$ cat src/rtl/uart_pkg.sv
// Definitions shared by the UART receiver and transmitter: FSM state encodings,
// the default bit period and a constant clog2 helper.
package uart_pkg;

    localparam int DEF_CLKS_PER_BIT = 868;

    typedef enum logic [2:0] {
        ST_IDLE   = 3'd0,
        ST_START  = 3'd1,
        ST_DATA   = 3'd2,
        ST_PARITY = 3'd3,
        ST_STOP   = 3'd4,
        ST_BREAK  = 3'd5
    } uart_state_e;

    function automatic int clog2(input int v);
        int r;
        r = 0;
        for (int i = 0; i < 31; i++) begin
            if ((1 << i) < v) r = i + 1;
        end
        return r;
    endfunction

endpackage

$ cat src/rtl/uart_baud_cnt.sv
// Bit-period counter: tick_o on the last clock of a bit, half_o at mid-bit.
// clr_i restarts the period from zero on the next clock.
module uart_baud_cnt
    import uart_pkg::*;
#(
    parameter int CLKS_PER_BIT = DEF_CLKS_PER_BIT
) (
    input  logic clk,
    input  logic rst,
    input  logic clr_i,
    output logic tick_o,
    output logic half_o
);
    localparam int W = clog2(CLKS_PER_BIT);

    logic [W-1:0] cnt_q, cnt_d;

    assign tick_o = (cnt_q == W'(CLKS_PER_BIT - 1));
    assign half_o = (cnt_q == W'(CLKS_PER_BIT / 2 - 1));

    always_comb begin
        cnt_d = cnt_q + 1'b1;
        if (clr_i || tick_o) cnt_d = '0;
    end

    always_ff @(posedge clk) begin
        if (!rst) cnt_q <= '0;
        else      cnt_q <= cnt_d;
    end

endmodule

$ cat src/rtl/uart_rx_param.sv
// Parametrised UART receiver: 2-flop sync, mid-bit sampling, valid/ready output.
// Define UART_RX_PARITY_EN to add a parity bit (even, or odd with PARITY_ODD=1).
module uart_rx_param
    import uart_pkg::*;
#(
    parameter int CLKS_PER_BIT = DEF_CLKS_PER_BIT,
    parameter int DATA_BITS    = 8,
    parameter int PARITY_ODD   = 0
) (
    input  logic                 clk,
    input  logic                 rst,
    input  logic                 rx,
    output logic [DATA_BITS-1:0] out_data,
    output logic                 out_valid,
    input  logic                 out_ready,
    output logic                 frame_err,
    output logic                 parity_err,
    output logic                 overrun,
    output logic                 busy
);
    localparam int BW = clog2(DATA_BITS);

    if (CLKS_PER_BIT < 4 || DATA_BITS < 5 || DATA_BITS > 9 ||
        PARITY_ODD < 0 || PARITY_ODD > 1) begin : g_bad_param
        $error("uart_rx_param: illegal parameter combination");
    end

    uart_state_e          state_q, state_d;
    logic [1:0]           sync_q;
    logic [BW-1:0]        bit_cnt_q, bit_cnt_d;
    logic [DATA_BITS-1:0] shift_q, shift_d;
    logic [DATA_BITS-1:0] out_data_q, out_data_d;
    logic                 out_valid_q, out_valid_d;
    logic                 frame_err_q, frame_err_d;
    logic                 overrun_q, overrun_d;
    logic                 rx_s, tick, half, baud_clr, done;
`ifdef UART_RX_PARITY_EN
    logic                 par_bad_q, par_bad_d;
    logic                 parity_err_q, parity_err_d;
`endif

    assign rx_s = sync_q[1];
    // Restarting the period on every state change keeps later samples mid-bit.
    assign baud_clr = (state_d != state_q) || (state_q == ST_IDLE);

    uart_baud_cnt #(.CLKS_PER_BIT(CLKS_PER_BIT)) u_baud (
        .clk    (clk),
        .rst    (rst),
        .clr_i  (baud_clr),
        .tick_o (tick),
        .half_o (half)
    );

    always_comb begin
        state_d     = state_q;
        bit_cnt_d   = bit_cnt_q;
        shift_d     = shift_q;
        out_data_d  = out_data_q;
        out_valid_d = out_valid_q && !out_ready;
        frame_err_d = 1'b0;
        overrun_d   = 1'b0;
        done        = 1'b0;
`ifdef UART_RX_PARITY_EN
        par_bad_d    = par_bad_q;
        parity_err_d = 1'b0;
`endif
        case (state_q)
            ST_IDLE: begin
                bit_cnt_d = '0;
`ifdef UART_RX_PARITY_EN
                par_bad_d = 1'b0;
`endif
                if (!rx_s) state_d = ST_START;
            end
            ST_START: begin
                if (half) state_d = rx_s ? ST_IDLE : ST_DATA;
            end
            ST_DATA: begin
                if (tick) begin
                    shift_d   = {rx_s, shift_q[DATA_BITS-1:1]};
                    bit_cnt_d = bit_cnt_q + 1'b1;
                    if (bit_cnt_q == BW'(DATA_BITS - 1)) begin
                        bit_cnt_d = '0;
`ifdef UART_RX_PARITY_EN
                        state_d = ST_PARITY;
`else
                        state_d = ST_STOP;
`endif
                    end
                end
            end
`ifdef UART_RX_PARITY_EN
            ST_PARITY: begin
                if (tick) begin
                    par_bad_d = ((^shift_q) ^ (PARITY_ODD != 0)) != rx_s;
                    state_d   = ST_STOP;
                end
            end
`endif
            ST_STOP: begin
                if (tick) begin
                    done = 1'b1;
                    if (rx_s) begin
                        state_d = ST_IDLE;
                    end else begin
                        frame_err_d = 1'b1;
                        state_d     = ST_BREAK;
                    end
                end
            end
            ST_BREAK: begin
                if (rx_s) state_d = ST_IDLE;
            end
            default: state_d = ST_IDLE;
        endcase

        // A word still waiting with no consumer this cycle wins; the new one is lost.
        if (done) begin
            if (!out_valid_q || out_ready) begin
                out_data_d  = shift_d;
                out_valid_d = 1'b1;
            end else begin
                overrun_d = 1'b1;
            end
`ifdef UART_RX_PARITY_EN
            parity_err_d = par_bad_q;
`endif
        end
    end

    always_ff @(posedge clk) begin
        if (!rst) begin
            state_q     <= ST_IDLE;
            sync_q      <= 2'b11;
            bit_cnt_q   <= '0;
            shift_q     <= '0;
            out_data_q  <= '0;
            out_valid_q <= 1'b0;
            frame_err_q <= 1'b0;
            overrun_q   <= 1'b0;
`ifdef UART_RX_PARITY_EN
            par_bad_q    <= 1'b0;
            parity_err_q <= 1'b0;
`endif
        end else begin
            state_q     <= state_d;
            sync_q      <= {sync_q[0], rx};
            bit_cnt_q   <= bit_cnt_d;
            shift_q     <= shift_d;
            out_data_q  <= out_data_d;
            out_valid_q <= out_valid_d;
            frame_err_q <= frame_err_d;
            overrun_q   <= overrun_d;
`ifdef UART_RX_PARITY_EN
            par_bad_q    <= par_bad_d;
            parity_err_q <= parity_err_d;
`endif
        end
    end

    assign out_data  = out_data_q;
    assign out_valid = out_valid_q;
    assign frame_err = frame_err_q;
    assign overrun   = overrun_q;
    assign busy      = (state_q != ST_IDLE);
`ifdef UART_RX_PARITY_EN
    assign parity_err = parity_err_q;
`else
    assign parity_err = 1'b0;
`endif

endmodule
$ cat config.mk
export PLATFORM = sky130hd
export DESIGN_NAME = uart_rx_param
export DESIGN_NICKNAME = d
export VERILOG_FILES = /design/src/rtl/uart_pkg.sv /design/src/rtl/uart_baud_cnt.sv /design/src/rtl/uart_rx_param.sv
export SDC_FILE = /design/constraint.sdc
export NUM_CORES = 1
export LEC_CHECK = 0
export BUFFER_PORTS_ARGS = -buffer_cell sky130_fd_sc_hd__buf_2
export CAP_MARGIN = 15
export CORE_MARGIN = 3
export CORE_UTILIZATION = 60
export CTS_CLUSTER_DIAMETER = 120
export DETAILED_ROUTE_END_ITERATION = 16
export GPL_TIMING_DRIVEN = 0
export PLACE_DENSITY = 0.81
export SLEW_MARGIN = 20
export SYNTH_ARGS = -nofsm -noshare
export SYNTH_HDL_FRONTEND = slang
export SYNTH_SLANG_ARGS = --single-unit
$ cat constraint.sdc
create_clock -name clk -period 2.9 [get_ports clk]
set_input_delay 0.725 -clock clk [delete_from_list [all_inputs] [get_ports clk]]
set_output_delay 0.725 -clock clk [all_outputs]
set_load 0.01 [all_outputs]
-- Word-level counts from Yosys, hierarchy flattened
Index checks and enable logic that the tools add are counted.
- bits of input ports: 4
- word-level logic and storage cells: 55
- register bits after elaboration: 37
- reductions and logical operators: 14
- mux-type cells: 20
- add/sub/neg operators: 2
- equal/unequal tests: 9
- bitwise operators: 1
- operators by type and width (operator ; number):
    $mux 3 ; 9
    $mux 8 ; 2
    $pmux 3 s5 ; 1
    $add 10x1->10 const B ; 1
    $eq 10x10->1 const B ; 1
    $eq 10x9->1 const B ; 1
    $eq 3x3->1 const B ; 3
    $mux 1 ; 6
    $pmux 3 s2 ; 1
    $reduce_and 2->1 ; 3
    $add 3x1->3 const B ; 1
    $eq 3x1->1 const B ; 1
    $eq 3x2->1 const B ; 1
    $logic_not 3->1 ; 1
    $logic_or 1x1->1 ; 3
    $ne 3x3->1 ; 1
    $reduce_and 3->1 ; 1
    $reduce_bool 3->1 ; 1
    $logic_not 1->1 ; 2
    $mux 2 ; 1
    $ne 2x1->1 const B ; 1
    $reduce_bool 2->1 ; 1
    $reduce_or 2->1 ; 1
    $logic_and 1x1->1 ; 1
    $not 1->1 ; 1

-- Longest topological paths before layout
Gate-level depths: netlist (run 1).
- word-level depth: 8
- mapped depth: 6

-- Cells and area by module
A second synthesis (run 1) with hierarchy kept.
- cell total of the unflattened synthesis: 184
- area total of the unflattened synthesis: 1611.5 µm²
- by module, submodules not included (module ; area an instance (µm²) ; cells an instance ; instances):
    uart_rx_param ; 1133.6 ; 130 ; 1
    uart_baud_cnt ; 478.0 ; 54 ; 1

-- Worst setup path after synthesis (run 1)
Ideal clock, no wire load.
- path type: flip-flop to flip-flop
- start point: register u_baud.cnt_q[0]
- end point: register shift_q[7]
- library setup time: 0.128 ns
- slack: 1.179 ns
- clock period less this slack: 1.721 ns
- required time: 2.772 ns
- cell stages (with the launch flop): 7
- arrival time: 1.593 ns
- cell sequence: dfxtp_1 ha_1 nor4bb_1 nand4_1 clkbuf_1 mux2i_1 nor2_1
- longest elaborated chain between the ends: 3
- ends and longest elaborated chain (what ; line ; source):
    start: declaration ; uart_baud_cnt.sv:16 ; logic [W-1:0] cnt_q, cnt_d;
    start signal: assignment ; uart_baud_cnt.sv:28 ; else cnt_q <= cnt_d;
    $eq 10x10->1 ; uart_baud_cnt.sv:18 ; assign tick_o = (cnt_q == W'(CLKS_PER_BIT - 1));
    $mux 8 ; uart_rx_param.sv:79 ; if (tick) begin
    $mux 8 ; uart_rx_param.sv:67 ; case (state_q)
    end signal: assignment ; uart_rx_param.sv:149 ; shift_q <= shift_d;
    end: declaration ; uart_rx_param.sv:31 ; logic [DATA_BITS-1:0] shift_q, shift_d;
No other way between the ends.
A chain may end at the register's enable or synchronous reset.

-- Worst setup path after layout (run 1)
- start point: register state_q[1]
- end point: output busy
- longest elaborated chain between the ends: 1
- ends and longest elaborated chain (what ; line ; source):
    start: declaration ; uart_rx_param.sv:28 ; uart_state_e state_q, state_d;
    start signal: assignment ; uart_rx_param.sv:146 ; state_q <= state_d;
    $reduce_bool 3->1 ; uart_rx_param.sv:165 ; assign busy = (state_q != ST_IDLE);
    end: declaration ; uart_rx_param.sv:19 ; output logic busy
No other way between the ends.

==> results of run 1 <==
[cells by family after synthesis]
kind of cell               count (synthesis)  synth area share, %
and+or+nand+nor                           81                 29.0
other                                      1                0.226
DFF                                       37                 44.6
xor gates and xnor gates                   9                 4.75
muxes                                      1                0.603
adders and majority gates                  4                 3.02
AOI/OAI and AO/OA                         37                 13.5
buffers and inverters                     16                 4.30
[sequential cells by signal (all words and copies together), names as in the netlist]
register and count:
u_baud.cnt_q 10, overrun 1, state_q 3, out_data 8, out_valid 1, shift_q 8
sync_q 2, bit_cnt_q 3, frame_err 1
[power by group]
group / internal (W) / switching (W) / leakage [nW] / total, W
combinational: 0.00000946 / 0.0000182 / 0.334 / 0.0000277
clock: 0.000114 / 0.000168 / 0.0303 / 0.000281
sequential: 0.000510 / 0.00000123 / 0.299 / 0.000512
total: 0.000633 / 0.000187 / 0.663 / 0.000821
[stage by stage]
| stage | total power (W) | hold WS, ns | instances | cell area, sq um |
|---|---|---|---|---|
| final | 0.000821 | 0.440 | 238 | 1830 |
| after CTS | 0.000826 | 0.445 | 238 | 1830 |
| after global placement | 0.000550 | 0.401 | 231 | 1770 |
| after detailed placement | 0.000551 | 0.415 | 231 | 1770 |
| after floorplan | 0.000542 | 0.386 | 186 | 1660 |
| after global routing | 0.000850 | 0.458 | 238 | 1830 |
[area by class of cell]
type | count | area [sq um] | share of cell area (%)
Buffer | 13 | 60.1 | 3.28
Clock buffer | 6 | 51.3 | 2.80
Clock inverter | 1 | 7.51 | 0.410
Inverter | 3 | 11.3 | 0.615
Multi-Input combinational cell | 133 | 847 | 46.3
Sequential cell | 37 | 741 | 40.5
Tap cell | 30 | 37.5 | 2.05
Timing Repair Buffer | 15 | 75.1 | 4.10
[layer usage]
layer	up-vias	global-route usage [%]
met1	647	28.9
li1	703	-
met2	25	34.8
met3	8	6.58
met4	0	9.06
met5	-	0
[path summary, 6_finish.rpt]
| kind | start | to | slack [ns] | depth (start not counted) |
|---|---|---|---|---|
| worst max-delay path | state_q[1]$_SDFF_PN0_ | busy | 0.83 | 3 |
| worst max register to register | u_baud.cnt_q[0]$_SDFF_PP0_ | shift_q[7]$_SDFF_PN0_ | 0.84 | 6 |
| worst min-delay path | sync_q[0]$_SDFF_PN1_ | sync_q[1]$_SDFF_PN1_ | 0.44 | 1 |
| worst min register to register | sync_q[0]$_SDFF_PN1_ | sync_q[1]$_SDFF_PN1_ | 0.44 | 1 |
[worst max-delay path: stages (launching register included)]
cell and delay [ns]:
dfxtp_1 0.32, or3_1 0.36, clkbuf_1 0.16, buf_2 0.16
[layout by cell type, fill, tap and decap left out, types with 4 or more instances in the layout]
cell type	n
dfxtp_1	37
a21oi_1	21
buf_2	18
nand3_1	17
nand2_1	13
nor3_1	11
nor2_1	9
clkbuf_1	8
a211oi_1	8
xnor2_1	7
nand2b_1	5
nand4_1	5
clkbuf_4	5
ha_1	4
==> flow_summary.ini, run 1 <==
[route]
wl_met3_um = 137
top_layer = met4
avgViaCountPerCell = 5.81
vias = 1383
met2_wirelength_um = 1600
wl_met1_um = 1580
drt_drc_violations_left = 0
dr.pass1.iters = 6
ant_nets = 0
wl_per_cell_um = 14.2
initialDrtViolationCount = 46
finalWirelength_um = 3380

[final_layout]
area_growth_pct = 10.3
utilization_pct = 71.9
drive_above_1_share_pct = 15.4
n_antenna_cell = 0
fill_cells = 204
num-nets-final = 216

[grt]
antenna_found_initial = 0
grt_overflow = 0
first_global_vias = 1364
grt.total_usage_pct = 22.3
grt_max_degree = 12
grt_pass1_wl_um = 5900

[synth]
synthTopCellsByArea = dfxtp_1 45%, a21oi_1 6.3%, nand3_1 5.1%
yosys.area.top_type = dfxtp_1
synth-warning-count = 0
synthArstFlopShare_pct = 0
synth_nets = 194
synth-edff-count = 0
synthesis.area_sq_um = 1660
synth_ff_type = dfxtp_1
synth_seq_area_share_pct = 44.6
synth_seq_cells = 37
syn_area_per_cell_sq_um = 8.92
synth_cell_type_count = 38
synthCells = 186
synth_top_area_share_pct = 44.6
synth.top_cells.by_count = 37 x dfxtp_1, 21 x a21oi_1, 17 x nand3_1
yosysMostFrequentCell = dfxtp_1

[timing]
fmax_mhz = 483
setup_ws_ns = 0.830
finalSetupViolations = 0
relSlewSlack_pct = 64.4
finalMaxSlewViolations = 0
layout_min_cycle_time_ns = 2.07
rsz0062_at_grt = false
fin_crit_sh_pct = 71.4
clock_skew_ns = 0.00942
finalHoldViolCount = 0
max_slew.worst_pin.slew_ns = 0.530
tns_ns = 0

[clocking]
clock_latency_ns = 0.34
clock_sinks = 37
ctsLongestPathBuffers = 2
path_clk_slew_ns = 0.11
postCtsSetupRepairBufs = 0
cts_tree = done
htreeDepth = 2
ctsRootBufferMaster = clkbuf_4
cts_resized = 0
cts_hold_buf = 0
cts_inserted_buffers = 5

[setup_path]
critPathKind = reg -> out
critPathLaunchType = flip-flop
worstPathArrival_ns = 1.35
crit_path_end_kind = output port
critPathRequiredTime_ns = 2.17
path_max_fanout = 5

[pwr]
p_per_area_nw_per_um2 = 448
vdd_ir_drop_max_mv = 0.441
p_leak_nw = 0.663

[die]
die-area_sq_um = 3430
core-area_sq_um = 2540
num_rows = 18
fp.dieH_um = 58.6
io_pins = 17
start_util_pct = 65.2
die_w_um = 58.6

[placed_design]
post-place-ws_ns = 0.839
post-dp-hpwl_um = 2450
port_buffers = 15
routabilityCongestion = 0.843

[status]
status = completed

[run]
cap_violations = 0

[worst_hold_path]
hold_class = reg -> reg
Note: power is estimated with default switching activity, not from simulation.
==> run 2: changes to the inputs <==
--- a/config.mk
+++ b/config.mk
@@ -5,14 +5,15 @@
 export SDC_FILE = /design/constraint.sdc
 export NUM_CORES = 1
 export LEC_CHECK = 0
+export ABC_AREA = 1
 export BUFFER_PORTS_ARGS = -buffer_cell sky130_fd_sc_hd__buf_2
 export CAP_MARGIN = 15
 export CORE_MARGIN = 3
-export CORE_UTILIZATION = 60
+export CORE_UTILIZATION = 57
 export CTS_CLUSTER_DIAMETER = 120
 export DETAILED_ROUTE_END_ITERATION = 16
 export GPL_TIMING_DRIVEN = 0
-export PLACE_DENSITY = 0.81
+export PLACE_DENSITY = 0.78
 export SLEW_MARGIN = 20
 export SYNTH_ARGS = -nofsm -noshare
 export SYNTH_HDL_FRONTEND = slang
==> constraint.sdc (replaced) <==
create_clock -name clk -period 2.1 [get_ports clk]
set_input_delay 0.525 -clock clk [delete_from_list [all_inputs] [get_ports clk]]
set_output_delay 0.525 -clock clk [all_outputs]
set_load 0.01 [all_outputs]
==> flow_summary.ini, run 2 <==
[status]
status = completed

[timing]
rsz0062_at_grt = false
finalMaxSlewViolations = 0
fin_crit_sh_pct = 89.1
finalHoldViolCount = 0
fmax_mhz = 534
finalSetupViolations = 0
whs_ns = 0.358
tns_ns = 0
clock_skew_ns = 0.0125
layout_min_cycle_time_ns = 1.87

[clocking]
cts_inserted_buffers = 5
postCtsSetupRepairBufs = 0
clock_latency_ns = 0.35
path_clk_slew_ns = 0.11
cts_tree = done
ctsRootBufferMaster = clkbuf_4
ctsLongestPathBuffers = 2
clock_sinks = 37
cts_resized = 0
cts_hold_buf = 0
htreeDepth = 2

[final_layout]
drive_above_1_share_pct = 21.1
mostFrequentLayoutCell = dfxtp_1
layout_common_cells = 37 x dfxtp_1, 31 x nand2_1, 27 x nor2_1
n_antenna_cell = 0
num-nets-final = 239
area_growth_pct = 11.7
layoutNonFillerInstCount = 262
utilization_pct = 70.7
top_register = u_baud.cnt_q
largest_reg_flops = 10

[setup_path]
cp_cell_sequence = nor2_1, nand2_1, buf_2
critPathKind = reg -> out
cp.buffers_inverters = 1
critPathRequiredTime_ns = 1.57
critPathLaunchType = flip-flop
path_max_fanout = 7
slowest_stage = dfxtp_1
endpoint = busy
worstReg2RegStart = u_baud.cnt_q[0]$_SDFF_PP0_
crit_path_end_kind = output port
worstPathArrival_ns = 1.35
r2r_cells = 11
cp_top_family = simple AND/OR/NAND/NOR gates
rrSetupSlack_ns = 0.23
reg2reg_to = u_baud.cnt_q[5]$_SDFF_PP0_
cp_slowest_stage_delay_ns = 0.40
critical_path_depth = 3
timing.critical_path.from = state_q[2]$_SDFF_PN0_

[synth]
synth_nets = 217
synth_ff_type = dfxtp_1
synthArstFlopShare_pct = 0
synthTopCellsByArea = dfxtp_1 45%, nand2_1 7.0%, nor2_1 6.1%
yosysMostFrequentCell = dfxtp_1
synth_seq_area_share_pct = 44.8
synth_seq_cells = 37
synth_top_area_share_pct = 44.8
synth_cell_type_count = 29
synthCells = 209
synth.top_cells.by_count = 37 x dfxtp_1, 31 x nand2_1, 27 x nor2_1
synth-warning-count = 0
syn_area_per_cell_sq_um = 7.91
synthesis.area_sq_um = 1650
yosys.area.top_type = dfxtp_1
synth-edff-count = 0

[grt]
grt_overflow = 0
grt_pass1_wl_um = 5740
grt.total_usage_pct = 21.5
use_met2_pct = 32.7
gr-usage-met1_pct = 27.1
grt_max_degree = 14
gr-usage-met3_pct = 6.48
first_global_vias = 1327
antenna_found_initial = 0
grt_busiest_layer = met2

[placed_design]
post-dp-hpwl_um = 2390
routabilityCongestion = 0.932
dp_cells = 254
port_buffers = 15

[pwr]
p_per_area_nw_per_um2 = 679
p_leak_nw = 0.811
vdd_ir_drop_max_mv = 0.621

[route]
finalWirelength_um = 3240
dr.pass1.iters = 4
vias = 1402
ant_nets = 0
initialDrtViolationCount = 132
wl_per_cell_um = 12.4
drt_drc_violations_left = 0
avgViaCountPerCell = 5.35

[die]
core-area_sq_um = 2610
io_pins = 17
num_rows = 18
start_util_pct = 63.3
die_w_um = 59.9
fp.dieH_um = 59.9
die-area_sq_um = 3580

[worst_hold_path]
hold_class = in -> reg

[run]
cap_violations = 0
[run 2: final cells by class]
class | instances | area (sq um)
buffer | 5 | 31.3
clock buffer | 5 | 37.5
fill | 209 | 766
multi-input combinational | 144 | 795
timing repair buffer | 15 | 75.1
sequential | 37 | 741
inverter | 23 | 86.3
tap | 30 | 37.5
clock inverter | 3 | 43.8
[run 2: power by group]
| group | switching (W) | internal [W] | leakage, nW |
|---|---|---|---|
| registers | 0.00000515 | 0.000706 | 0.299 |
| logic | 0.0000266 | 0.0000136 | 0.467 |
| clock network | 0.000251 | 0.000253 | 0.0456 |
[run 2: worst min-delay path by stage]
stage                                     from              endpoint  slack (ns)  cells after the start
after floorplan           sync_q[0]$_SDFF_PN1_  sync_q[1]$_SDFF_PN1_        0.39                      1
after global placement    sync_q[0]$_SDFF_PN1_  sync_q[1]$_SDFF_PN1_        0.40                      1
after detailed placement  sync_q[0]$_SDFF_PN1_  sync_q[1]$_SDFF_PN1_        0.40                      1
after CTS                                   rx  sync_q[0]$_SDFF_PN1_        0.34                      2
after global routing                        rx  sync_q[0]$_SDFF_PN1_        0.34                      2
final                                       rx  sync_q[0]$_SDFF_PN1_        0.36                      2
[run 2: logic make-up (layout without fill, tap and decap cells)]
logic type,Yosys count,after routing,synth area share (%)
AND/OR/NAND/NOR,93,93,26.6
flip-flops,37,37,44.8
AO/OA/AOI/OAI,32,32,10.3
buffers and inverters,28,51,7.12
XOR/XNOR,8,8,4.24
multiplexers,6,6,3.63
adder cells (fa/ha/maj),4,4,3.03
other,1,1,0.227
[run 2: stage by stage]
step,power (W),setup slack (ns),instance area [sq um]
6_report,0.00125,0.229,1850
2_1_floorplan,0.000755,0.551,1650
3_5_place_dp,0.000766,0.290,1770
4_1_cts,0.00127,0.226,1850
5_1_grt,0.00131,0.0683,1850
3_3_place_gp,0.000765,0.352,1770
[run 2: worst reg2reg max path, stage by stage, from the launching register on]
cell and delay (ns):
dfxtp_1 0.41, ha_1 0.28, nand2_1 0.07, nor2_1 0.08, nand2_1 0.09, nor2_4 0.16
nand4_1 0.15, nand3_1 0.11, nand2_1 0.06, nor2_2 0.14, nand2_4 0.14, nor2_2 0.11
[run 2: per-layer routing]
| metal | share of wire [%] | up-vias |
|---|---|---|
| li1 | - | 716 |
| met1 | 44 | 629 |
| met5 | 0 | - |
| met2 | 46 | 47 |
| met3 | 6.9 | 10 |
| met4 | 2.6 | 0 |
